## config.mk

```make
export PLATFORM = sky130hd
export DESIGN_NAME = entropy_src_ht_fail_monitor
export DESIGN_NICKNAME = d
export VERILOG_FILES = /design/src/rtl/entropy_src_ht_fail_monitor.sv
export SDC_FILE = /design/constraint.sdc
export NUM_CORES = 1
export LEC_CHECK = 0
export ABC_AREA = 1
export CAP_MARGIN = 20
export CORE_ASPECT_RATIO = 1.4
export CORE_MARGIN = 5
export CORE_UTILIZATION = 45
export CTS_CLUSTER_SIZE = 28
export DETAILED_ROUTE_END_ITERATION = 10
export PLACE_DENSITY = 0.68
export SKIP_CTS_REPAIR_TIMING = 1
export SLEW_MARGIN = 0
export SYNTH_ARGS = -nofsm -noshare
export SYNTH_HDL_FRONTEND = slang
export SYNTH_SLANG_ARGS = --single-unit
```

## constraint.sdc

```tcl
create_clock -name clk_i -period 3.3 [get_ports clk_i]
set_input_delay 0.33 -clock clk_i [delete_from_list [all_inputs] [get_ports clk_i]]
set_output_delay 0.33 -clock clk_i [all_outputs]
set_load 0.02 [all_outputs]
```

## src/rtl/entropy_src_ht_fail_monitor.sv

```systemverilog
// entropy_src_ht_fail_monitor
//
// Health-test failure monitor. It sits behind one health test, such as the
// repetition count test, and watches that test's fail pulse and test count.
// It tracks the highest test count seen and counts failures per sample
// window and in total. When the failures in one window reach a programmed
// threshold, it raises a one-cycle alert pulse and sets a sticky alert.
// Its outputs feed the entropy_src alert/status registers.
//
// Ports
//   clk_i              clock
//   rst_ni             asynchronous active-low reset
//   active_i           monitor enable; low forces IDLE and clears all state
//   clear_i            synchronous clear of counters, watermark and sticky alert
//   sample_vld_i       one pulse per entropy sample consumed by the health test
//   test_cnt_i         current test count from the health test
//   test_fail_pulse_i  single-cycle fail pulse from the health test
//   window_size_i      samples per window; 0 = window never closes
//   alert_thresh_i     window failures that raise an alert; 0 = alerts disabled
//   watermark_o        maximum test_cnt_i since last clear
//   win_fail_cnt_o     failures in the current window (saturating)
//   total_fail_cnt_o   failures since last clear (saturating)
//   win_done_pulse_o   one-cycle pulse when a window closes
//   alert_pulse_o      one-cycle pulse when window failures reach the threshold
//   alert_o            sticky alert
//   cnt_err_o          internal counter consistency error (sticky)
//
// FSM states
//   state | meaning
//   IDLE  | monitor disabled, all state held at zero
//   RUN   | counting samples and failures, tracking the watermark

module entropy_src_ht_fail_monitor #(
  parameter int RegWidth     = 16,
  parameter int FailCntWidth = 8
) (
  input  logic                    clk_i,
  input  logic                    rst_ni,
  input  logic                    active_i,
  input  logic                    clear_i,
  input  logic                    sample_vld_i,
  input  logic [RegWidth-1:0]     test_cnt_i,
  input  logic                    test_fail_pulse_i,
  input  logic [RegWidth-1:0]     window_size_i,
  input  logic [FailCntWidth-1:0] alert_thresh_i,
  output logic [RegWidth-1:0]     watermark_o,
  output logic [FailCntWidth-1:0] win_fail_cnt_o,
  output logic [FailCntWidth-1:0] total_fail_cnt_o,
  output logic                    win_done_pulse_o,
  output logic                    alert_pulse_o,
  output logic                    alert_o,
  output logic                    cnt_err_o
);

  localparam logic [RegWidth-1:0]     REG_ONE  = {{(RegWidth-1){1'b0}}, 1'b1};
  localparam logic [FailCntWidth-1:0] FAIL_ONE = {{(FailCntWidth-1){1'b0}}, 1'b1};

  typedef enum logic [0:0] {
    IDLE = 1'b0,
    RUN  = 1'b1
  } state_t;

  state_t                  state_q, state_n;
  logic [RegWidth-1:0]     watermark_q, watermark_n;
  logic [RegWidth-1:0]     sample_cnt_q, sample_cnt_n;
  logic [RegWidth-1:0]     win_size_q, win_size_n;
  logic                    resized_q, resized_n;
  logic [FailCntWidth-1:0] win_fail_q, win_fail_n;
  logic [FailCntWidth-1:0] total_fail_q, total_fail_n;
  logic                    win_done_q, win_done_n;
  logic                    alert_pulse_q, alert_pulse_n;
  logic                    alert_q, alert_n;
  logic                    fired_q, fired_n;
  logic                    cnt_err_q, cnt_err_n;

  logic win_close;
  logic alert_hit;
  logic err_cond;

  // Consistency check on registered state only. The check on the sample count
  // is suppressed while a window runs under a window size that was changed
  // mid-window. In that case the count can legally exceed the new limit until
  // the next sample closes the window.
  always_comb begin
    err_cond = 1'b0;
    if ((win_fail_q > total_fail_q) && (total_fail_q != '1)) begin
      err_cond = 1'b1;
    end
    if ((win_size_q != '0) && (sample_cnt_q > (win_size_q - REG_ONE)) && !resized_q) begin
      err_cond = 1'b1;
    end
  end

  always_comb begin
    state_n       = state_q;
    watermark_n   = '0;
    sample_cnt_n  = '0;
    resized_n     = 1'b0;
    win_fail_n    = '0;
    total_fail_n  = '0;
    win_done_n    = 1'b0;
    alert_pulse_n = 1'b0;
    alert_n       = 1'b0;
    fired_n       = 1'b0;
    cnt_err_n     = 1'b0;
    win_close     = 1'b0;
    alert_hit     = 1'b0;
    // Shadow of the window size, used only to detect mid-window changes.
    win_size_n    = window_size_i;

    case (state_q)
      IDLE: begin
        if (active_i && !clear_i) begin
          state_n = RUN;
        end
      end
      RUN: begin
        if (!active_i) begin
          state_n = IDLE;
        end else if (!clear_i) begin
          watermark_n = (test_cnt_i > watermark_q) ? test_cnt_i : watermark_q;

          // The comparison uses >= so that a window shrunk below the current
          // count still closes on the next sample.
          win_close = sample_vld_i && (window_size_i != '0) &&
                      (sample_cnt_q >= (window_size_i - REG_ONE));

          if (win_close) begin
            sample_cnt_n = '0;
          end else if (sample_vld_i && (sample_cnt_q != '1)) begin
            sample_cnt_n = sample_cnt_q + REG_ONE;
          end else begin
            sample_cnt_n = sample_cnt_q;
          end

          if (win_close) begin
            resized_n = 1'b0;
          end else begin
            resized_n = resized_q ||
                        ((window_size_i != win_size_q) && (sample_cnt_q != '0));
          end

          // A fail coinciding with the window close belongs to the new window.
          if (win_close) begin
            win_fail_n = test_fail_pulse_i ? FAIL_ONE : '0;
          end else if (test_fail_pulse_i && (win_fail_q != '1)) begin
            win_fail_n = win_fail_q + FAIL_ONE;
          end else begin
            win_fail_n = win_fail_q;
          end

          if (test_fail_pulse_i && (total_fail_q != '1)) begin
            total_fail_n = total_fail_q + FAIL_ONE;
          end else begin
            total_fail_n = total_fail_q;
          end

          // The alert fires only when a fail moves the count to or past the
          // threshold, and only once per window. A window close re-arms it.
          alert_hit = (alert_thresh_i != '0) && test_fail_pulse_i &&
                      (win_fail_n >= alert_thresh_i) && (win_close || !fired_q);

          fired_n       = win_close ? alert_hit : (fired_q || alert_hit);
          win_done_n    = win_close;
          alert_pulse_n = alert_hit;
          alert_n       = alert_q || alert_hit;
          cnt_err_n     = cnt_err_q || err_cond;
        end
      end
      default: state_n = IDLE;
    endcase
  end

  always_ff @(posedge clk_i or negedge rst_ni) begin
    if (!rst_ni) begin
      state_q       <= IDLE;
      watermark_q   <= '0;
      sample_cnt_q  <= '0;
      win_size_q    <= '0;
      resized_q     <= 1'b0;
      win_fail_q    <= '0;
      total_fail_q  <= '0;
      win_done_q    <= 1'b0;
      alert_pulse_q <= 1'b0;
      alert_q       <= 1'b0;
      fired_q       <= 1'b0;
      cnt_err_q     <= 1'b0;
    end else begin
      state_q       <= state_n;
      watermark_q   <= watermark_n;
      sample_cnt_q  <= sample_cnt_n;
      win_size_q    <= win_size_n;
      resized_q     <= resized_n;
      win_fail_q    <= win_fail_n;
      total_fail_q  <= total_fail_n;
      win_done_q    <= win_done_n;
      alert_pulse_q <= alert_pulse_n;
      alert_q       <= alert_n;
      fired_q       <= fired_n;
      cnt_err_q     <= cnt_err_n;
    end
  end

  assign watermark_o      = watermark_q;
  assign win_fail_cnt_o   = win_fail_q;
  assign total_fail_cnt_o = total_fail_q;
  assign win_done_pulse_o = win_done_q;
  assign alert_pulse_o    = alert_pulse_q;
  assign alert_o          = alert_q;
  assign cnt_err_o        = cnt_err_q;

endmodule
```

; ---- After elaboration in Yosys (flattened, before gate mapping)
; Cells that the tools add are included.
[totals]
ff_bits = 71
in_bits = 46
out_inout_bits = 36
[op_classes]
addsub = 5
order_cmp = 5
n_eq_ne = 7
muxes = 47
bitwise = 1
reduce_logical = 25
[op_table]
columns = cell, count
row1 = $mux 16, 9
row2 = $mux 8, 12
row3 = $reduce_bool 16->1, 3
row4 = $gt 16x16->1, 2
row5 = $sub 16x1->16 const B, 2
row6 = $mux 1, 25
row7 = $add 16x1->16 const B, 1
row8 = $add 8x1->8 const B, 2
row9 = $ge 16x16->1, 1
row10 = $ne 16x16->1, 1
row11 = $ne 16x16->1 const B, 1
row12 = $ne 8x8->1 const B, 2
row13 = $logic_and 1x1->1, 13
row14 = $ge 8x8->1, 1
row15 = $gt 8x8->1, 1
row16 = $ne 4x3->1 const B, 2
row17 = $reduce_bool 8->1, 1
row18 = $logic_or 1x1->1, 5
row19 = $ne 5x3->1 const B, 1
row20 = $logic_not 1->1, 3
row21 = $pmux 1 s2, 1
row22 = $not 1->1, 1

; ---- Depth between registers and ports, before layout
; Gate-level depths: netlist (run 1).
[logic_depth]
word_depth = 15
depth_mapped = 26
mapped_depth_nobuf = 26

; ---- Worst setup path before layout (run 1)
; OpenSTA, ideal clock, no wires.
[synth_path]
path_type = in2reg
start = in window_size_i[0]
end = reg alert_q (netlist: alert_o)
setup_time_ps = 83
arrival_time_ps = 3246
required_ps = 3217
path_slack_ps = -29
path_stages = 25
path_buffers = 1
path_cell_list = inv_1 > ha_1 > nand3_2 > nor4_1 > nand2_1 > inv_1 > nand3_1 > xor2_1 > inv_1 > ha_1 > nand2_1 > nor3_1 > nand2_1 > nand2_1 > nand2_4 > buf_8 > nand2_1 > inv_1 > ha_1 > nand2_1 > nor2_1 > nand4_1 > o2111ai_1 > nand2_1 > o21ai_0
[synth_between]
elab_chain_len = 14
[synth_rtl]
columns = item, line_no
row1 = from (decl), 44  ; input logic [RegWidth-1:0] window_size_i,
row2 = $sub 16x1->16 or $reduce_bool 16->1 (tied branches), "126, 125"
row3 = $ge 16x16->1 or $logic_and 1x1->1 (tied branches), "126, 125"
row4 = $logic_and 1x1->1 *, 125  ; win_close = sample_vld_i && (window_size_i != '0) &&
row5 = $mux 8, 144  ; if (win_close) begin
row6 = $mux 8, 120  ; end else if (!clear_i) begin
row7 = $mux 8, 118  ; if (!active_i) begin
row8 = $mux 8, 111  ; case (state_q)
row9 = $ge 8x8->1, 161  ; (win_fail_n >= alert_thresh_i) && (win_close || !fired_q);
row10 = $logic_and 1x1->1, 160  ; alert_hit = (alert_thresh_i != '0) && test_fail_pulse_i &&
row11 = $logic_and 1x1->1 *, 161
row12 = $logic_or 1x1->1 *, 166  ; alert_n = alert_q || alert_hit;
row13 = $mux 1 *, 120
row14 = $mux 1 *, 118
row15 = $mux 1 *, 111
row16 = named net alert_n, 72  ; logic alert_q, alert_n;
row17 = to (signal assigned), 198  ; alert_q <= alert_n;
row18 = to (decl), 72
; The timed path passes the listed nets; every way through them passes the cells marked *. The select of a mux whose other input is x is not followed.
; A chain may end at the register's enable or synchronous reset.

; ---- Final worst setup path (run 1)
[layout_path]
start = in window_size_i[2]
end = reg alert_q (netlist: alert_o)
; The elaborated chain is that of the path after synthesis.

==> impl_results.md, run 1 <==
* H-Tree Depth at 3
* Vias at 5,433
* Avg Vias per Cell at 5.38
* Yosys warns at 0
* Combinational share of power at 15.0%
* Arrival @ worst endpoint at 3520 ps
* Tcrit/Tclk final at 99.9%
* Sequential share of power at 38.6%
* Status: finished clean
* Sw frac at 26.6%
* Global-route wire length before repair at 24,700 um
* Top routing layer in use: met4
* Initial Util at 45.9%
* Crit-path max cell delay at 260 ps
* Placed Area at 6940 um2
* Place WS at -655 ps
* Root Buffer Master: clkbuf_16
* Worst EP required at 3520 ps
* Met3 Wirelength at 540 um
* DRC errors left at 0
* Final Hold Viols at 0
* Area Growth Syn to Fin at 32.2%
* Die W at 105 um
* Placer's final routability congestion estimate at 0.885
* Fin. max-slew vios at 0
* Mapped cell area at 5670 um2
* Die area at 15,000 um2
* CTS Sinks at 71
* Initial DRC count at 252
* Num rows at 48
* Pin count of the biggest net entering global routing at 46
* P_leak at 3.49 nW
* Relative slew margins at 60.6%
* CTS Buf Count at 9
* Worst-path clk slew at 60 ps
* Metal-1 WL at 6050 um
* Reg2Reg Setup Slack at 350 ps
* ANT nets after route at 0
* Slowest CP cell: ha_1
* Startpoint types: primary input
* Overflow left after global routing at 0
* Dominant synthesized flop cell: dfrtp_1
* DR pass1 iterations at 5
* Final clock skew at 7.04 ps
* Overall routing resource usage at 19.8%
* Placed cells at 986
* Routed len/inst at 15.0 um
* Mean Syn Cell Area at 7.89 um2
* # setup viols final at 0
* Non-Filler Instances at 1,009
* Total of max-cap violations at 0
* IO Count at 82
* Post-synth ARST share at 100%
* Min Tclk post-route at 3300 ps
* Seq cells post-synth at 71
* Syn Nets at 835
* Sequential element share of the synthesized area at 31.3%
* # port buffers at 81
* FMAX at 303 MHz
* Die H at 143 um
* Hold Crit Class: primary input to register
* Unrepaired setup endpoints after global routing: yes
* Post-synth EDFFs at 0
* Net Switching at 0.625 mW
* Worst vdd ir at 215 uV
* TritonCTS clock tree: built
* Worst setup margin at 2.15 ps
* Worst Setup End Kind: register
* CP Max Fanout at 5
* Ant diodes at 0
* Placed wire-length estimate at 11,800 um
* FILL cells at 1,091
* Cell count after synthesis at 719
* Share of layout cells above drive strength 1 at 17.0%
* Netlist cell types at 44
* Core area at 12,400 um2
* Total power at 2.35 mW
* Final nets at 970
* Crit Path Class: primary input to register
* Clk buf depth at 2
* Clock share of power at 46.4%
* Internal Power at 1.72 mW
* Fin area at 7500 um2
* Initial antenna violation count at 0
* Clk_lat worst skew at 340 ps
* Final core occ at 60.6%
* PD cells at 313 nW/um2
* Vias in the first global route at 5,304
* Slew @ Worst Pin at 592 ps
* WL met2 at 8100 um
* Final wirelength at 15,100 um
==> synthesized netlist by cell type (2+ instances only) <==
library cell,instances,area share [%]
nand4_1,29,3.2
o21ai_2,10,1.5
or2_2,2,0.22
buf_6,3,0.60
o21bai_1,2,0.26
inv_1,102,6.7
nor3_2,4,0.71
xnor2_1,20,3.1
o211ai_1,2,0.26
nor4_4,3,1.1
nor4_1,9,0.99
nor3b_1,2,0.26
o21ai_1,3,0.26
o21ai_0,38,3.4
nor2_1,77,5.1
nand2_4,2,0.40
nand2_1,118,7.8
o31ai_1,3,0.40
ha_1,70,15
clkbuf_1,2,0.13
xor2_1,29,4.5
a21oi_1,43,3.8
inv_2,2,0.13
nand3_1,23,2.0
nand3_2,5,0.88
nor2_2,6,0.66
buf_2,4,0.35
dfrtp_1,71,31
nand2_2,5,0.55
a31oi_1,2,0.22
nor3_1,15,1.3
==> state kept, by name, indices dropped and copies added, names as in the netlist <==
name / flops
win_size_q: 16
cnt_err_o: 1
state_q: 1
alert_o: 1
alert_pulse_o: 1
win_fail_cnt_o: 8
watermark_o: 16
total_fail_cnt_o: 8
resized_q: 1
win_done_pulse_o: 1
sample_cnt_q: 16
fired_q: 1
==> metal layers <==
layer	global-route usage (%)	vias to the layer above
met5	0	-
met4	8.62	0
met3	2.13	33
met2	36.3	153
met1	23.2	2571
li1	-	2676
==> stage by stage <==
step | hold WS, ps | TNS [ps]
2_1_floorplan | 34.4 | 0
3_3_place_gp | 139 | -1570
3_5_place_dp | 144 | -3050
4_1_cts | -213 | -874
5_1_grt | 120 | -779
6_report | 123 | 0
==> power groups by stage <==
stage               Sequential, mW  Clock [mW]  Combinational (mW)
detailed placement           0.921           0               0.335
floorplan                    0.924           0               0.161
global route                 0.908        1.14               0.396
CTS                          0.905        1.11               0.337
finish                       0.905        1.09               0.352
global placement             0.921           0               0.326
==> layout make-up <==
cell class	instances	area (um2)	area share (%)
well taps	150	188	2.50
clock buffers	9	225	3.00
inverters	104	395	5.27
multi-input cells	535	3590	47.9
clock inverters	7	104	1.38
flip-flops and latches	71	1780	23.7
repair buffers	133	1220	16.3
==> final timing paths <==
path                            cells after the start                     from                     endpoint
worst max-delay path                               27         window_size_i[2]            alert_o$_DFF_PN0_
worst min-delay path                                1         window_size_i[1]      win_size_q[1]$_DFF_PN0_
worst max register to register                     16  win_size_q[2]$_DFF_PN0_          cnt_err_o$_DFF_PN0_
worst min register to register                      2      resized_q$_DFF_PN0_          resized_q$_DFF_PN0_
max in group asynchronous                           3                   rst_ni  watermark_o[11]$_DFFE_PN0P_
min in group asynchronous                           2                   rst_ni  win_fail_cnt_o[5]$_DFF_PN0_
==> worst max-delay path: cells and delay by family <==
kind	cells	cell delay (ps)
and+or+nand+nor	15	1580
AOI/OAI and AO/OA	5	620
buffers and inverters	4	340
adders and majority gates	2	490
xor gates and xnor gates	1	130
==> layout by cell type, fill, tap and decap left out, types with 3 or more instances in the layout <==
cell type | netlist | routed
nand3_2 | 5 | 4
nand3_1 | 23 | 23
clkdlybuf4s50_1 | 0 | 70
xnor2_1 | 20 | 20
buf_4 | 0 | 49
inv_2 | 2 | 3
nand2_1 | 118 | 111
ha_1 | 70 | 67
buf_6 | 3 | 3
nor2_1 | 77 | 70
nor3_1 | 15 | 14
clkbuf_16 | 0 | 9
o21ai_2 | 10 | 12
nand4_1 | 29 | 29
nor2_2 | 6 | 9
nand2_4 | 2 | 4
dfrtp_1 | 71 | 71
o31ai_1 | 3 | 3
nor4_4 | 3 | 4
nor3_2 | 4 | 4
a21oi_1 | 43 | 40
xor2_1 | 29 | 28
o21ai_1 | 3 | 6
nor2_4 | 0 | 4
inv_1 | 102 | 99
nor4_1 | 9 | 8
a21oi_2 | 0 | 3
dlymetal6s2s_1 | 0 | 6
o21ai_0 | 38 | 33
nand2_2 | 5 | 11
==> logic make-up (layout without fill, tap and decap cells) <==
family	count (synthesis)	count (layout)	share of synthesized area (%)
buffers and inverters	114	253	8.22
AOI/OAI and AO/OA	111	111	11.4
DFF	71	71	31.3
adders and majority gates	70	70	15.4
xor gates and xnor gates	49	49	7.56
and+or+nand+nor	304	305	26.1
No activity file was read; power rests on OpenSTA's default activity.
==> run 2, diff against run 1 <==
==> constraint.sdc (replaced) <==
create_clock -name clk_i -period 3.3 [get_ports clk_i]
set_input_delay 0.33 -clock clk_i [delete_from_list [all_inputs] [get_ports clk_i]]
set_output_delay 0.33 -clock clk_i [all_outputs]
set_load 0.005 [all_outputs]
==> results of run 2 <==
Same layout as run 1 (identical final DEF). Status: finished clean.
Among the figures that moved: total power 2.35 mW -> 2.34 mW
==> run 3, diff against run 2 <==
--- a/config.mk
+++ b/config.mk
@@ -9,10 +9,10 @@
 export CAP_MARGIN = 20
 export CORE_ASPECT_RATIO = 1.4
 export CORE_MARGIN = 5
-export CORE_UTILIZATION = 45
+export CORE_UTILIZATION = 50
 export CTS_CLUSTER_SIZE = 28
 export DETAILED_ROUTE_END_ITERATION = 10
-export PLACE_DENSITY = 0.68
+export PLACE_DENSITY = 0.74
 export SKIP_CTS_REPAIR_TIMING = 1
 export SLEW_MARGIN = 0
 export SYNTH_ARGS = -nofsm -noshare
==> run 3 against run 2 <==
Global-route usage is 1.6 points higher. Clock-buffer cell count grew 1. Sequential cell count did not move. Via count barely moved. Final cell count down 1.2%. Register-to-register slack improved by 60 ps. Power down 7.1%. Combinational power about the same. First-iteration DRC count is 33% higher. Final area shrank 1.3%. Hold slack got worse by 91 ps. Setup slack improved by 9.9 ps. Critical path type unchanged. Largest power group unchanged. Highest routed layer unchanged.
==> impl_results.md, run 3 (synthesis results as in run 1) <==
* Status: finished clean
* # setup viols final at 0 (unchanged)
* Root Buffer Master: clkbuf_16
* Unrepaired setup endpoints after global routing: yes
* Hold Crit Class: primary input to asynchronous set/reset pin
* Slowest CP cell: ha_1
* Overflow left after global routing at 0 (unchanged)
* Slew @ Worst Pin at 686 ps (+94.5 ps)
* FMAX at 304 MHz (+0.30%)
* H-Tree Depth at 3 (unchanged)
* CP Max Fanout at 6 (+1)
* Place WS at -637 ps (+18.4 ps)
* Avg Vias per Cell at 5.45 (+1.2%)
* Routed len/inst at 14.9 um (-0.47%)
* PD cells at 293 nW/um2
* Share of layout cells above drive strength 1 at 16.8% (-0.23 points)
* FILL cells at 950 (-13%)
* Crit path to: fired_q$_DFF_PN0_
* Worst vdd ir at 208 uV
* Die area at 13,600 um2 (-9.2%)
* Initial Util at 50.6% (+4.7 points)
* CTS Buf Count at 9 (unchanged)
* Crit Path Class: primary input to register
* Worst-path clk slew at 60 ps (about the same)
* Hold WS at 32.1 ps (-91.2 ps)
* P_leak at 3.45 nW (-1.0%)
* Overall routing resource usage at 21.4% (+1.6 points)
* Tcrit/Tclk final at 99.6% (-0.30 points)
* Die H at 136 um (-4.8%)
* Placer's final routability congestion estimate at 0.931 (+5.2%)
* Ant diodes at 0 (unchanged)
* Initial DRC count at 335 (+33%)
* Final nets at 964 (-0.62%)
* FF-to-FF Start: win_size_q[2]$_DFF_PN0_
* Final Hold Viols at 0 (unchanged)
* Die W at 100 um (-4.6%)
* Fin. max-slew vios at 0 (unchanged)
* DR pass1 iterations at 5 (unchanged)
* Reg2reg end: cnt_err_o$_DFF_PN0_
* Most frequent cells in the layout: 111 x nand2_1, 97 x inv_1, 72 x nor2_1
* CTS Sinks at 71 (unchanged)
* Clk_lat worst skew at 330 ps (about the same)
* DRC errors left at 0 (unchanged)
* Startpoint types: primary input
* Worst EP required at 3560 ps (+40 ps)
* CP Depth at 27 (unchanged)
* Placed wire-length estimate at 11,400 um (-3.2%)
* Non-Filler Instances at 997 (-1.2%)
* Area Growth Syn to Fin at 30.5%
* Worst reg2reg path depth at 16 (unchanged)
* TritonCTS clock tree: built
* Placed cells at 976 (-1.0%)
* Arrival @ worst endpoint at 3550 ps (+30 ps)
* Vias at 5,434 (+0.018%)
* Relative slew margins at 54.3% (-6.3 points)
* Total power at 2.17 mW
* Worst setup margin at 12.0 ps (+9.89 ps)
* Worst Setup End Kind: register
* ANT nets after route at 0 (unchanged)
* Top cell by count, worst path: nand2_2
* Crit path max-delay family: simple AND/OR/NAND/NOR gates
* Initial antenna violation count at 0 (unchanged)
* Total of max-cap violations at 0 (unchanged)
* Min Tclk post-route at 3290 ps (-9.89 ps)
* Num rows at 46 (-4.2%)
* Final clock skew at 6.92 ps (-0.123 ps)
* Final wirelength at 14,900 um (-1.7%)
* IO Count at 82 (unchanged)
* # port buffers at 81 (unchanged)
* Reg2Reg Setup Slack at 410 ps (+60 ps)
* Commonest non-fill, non-tap cell in the layout: nand2_1
* Core area at 11,200 um2 (-9.3%)
* Clk buf depth at 2 (unchanged)
* WP buf/inv at 3 (-1)
* Crit-path max cell delay at 330 ps (+70 ps)
* Vias in the first global route at 5,295 (-0.17%)
* Pin count of the biggest net entering global routing at 31 (-33%)
* CP Launch Point: window_size_i[2]
* Global-route wire length before repair at 23,800 um (-3.9%)
-- run 3: report_power, final --
| part | internal [mW] | leakage [nW] | switching (mW) | total (mW) |
|---|---|---|---|---|
| Clock | 0.533 | 0.139 | 0.388 | 0.921 |
| Sequential | 0.887 | 0.951 | 0.0193 | 0.906 |
| Combinational | 0.161 | 2.36 | 0.186 | 0.346 |
-- run 3: final cells by class --
class	instances	area, um2	area share [%]
multi-input cells	534	3590	48.5
inverters	104	390	5.27
clock buffers	10	239	3.23
repair buffers	128	1180	16.0
well taps	144	180	2.43
flip-flops and latches	71	1780	24.0
clock inverters	6	43.8	0.591
-- run 3: metrics by stage --
step | cell area (um2) | util, % | setup TNS, ps
global placement | 6910 | 61.5 | -1400
CTS | 7190 | 64.0 | -1120
floorplan | 5680 | - | 0
global route | 7410 | 66.0 | -337
detailed placement | 6910 | 61.5 | -2980
finish | 7410 | 66.0 | 0
-- run 3: layer usage --
metal | up-vias | routed length (um) | GRT usage, % | share of wire [%]
met3 | 38 | 737 | 3.75 | 5.0
li1 | 2663 | - | - | -
met4 | 0 | 426 | 8.31 | 2.9
met1 | 2561 | 5580 | 23.7 | 37
met5 | - | 0 | 0 | 0
met2 | 172 | 8150 | 40.1 | 55
-- run 3: worst min path at each step --
stage,endpoint,from,depth (start not counted),slack [ps]
finish,win_fail_cnt_o[3]$_DFF_PN0_,rst_ni,1,30
global route,watermark_o[3]$_DFFE_PN0P_,rst_ni,1,90
CTS,win_fail_cnt_o[0]$_DFF_PN0_,rst_ni,1,50
detailed placement,win_fail_cnt_o[0]$_DFF_PN0_,rst_ni,1,410
global placement,win_fail_cnt_o[3]$_DFF_PN0_,rst_ni,1,400
floorplan,alert_o$_DFF_PN0_,rst_ni,0,30
-- run 3: worst register-to-register path: stages (launching register included) --
cell	delay, ps
dfrtp_1	420
nor2_1	100
nand2_1	90
nor3_2	170
nand2_1	140
nor4_4	280
nand3_1	140
xor2_1	170
ha_1	300
nand2_1	50
inv_1	60
nand3_1	90
nor3_1	280
o21ai_0	210
nand2_1	100
nand2_1	80
a21oi_1	140
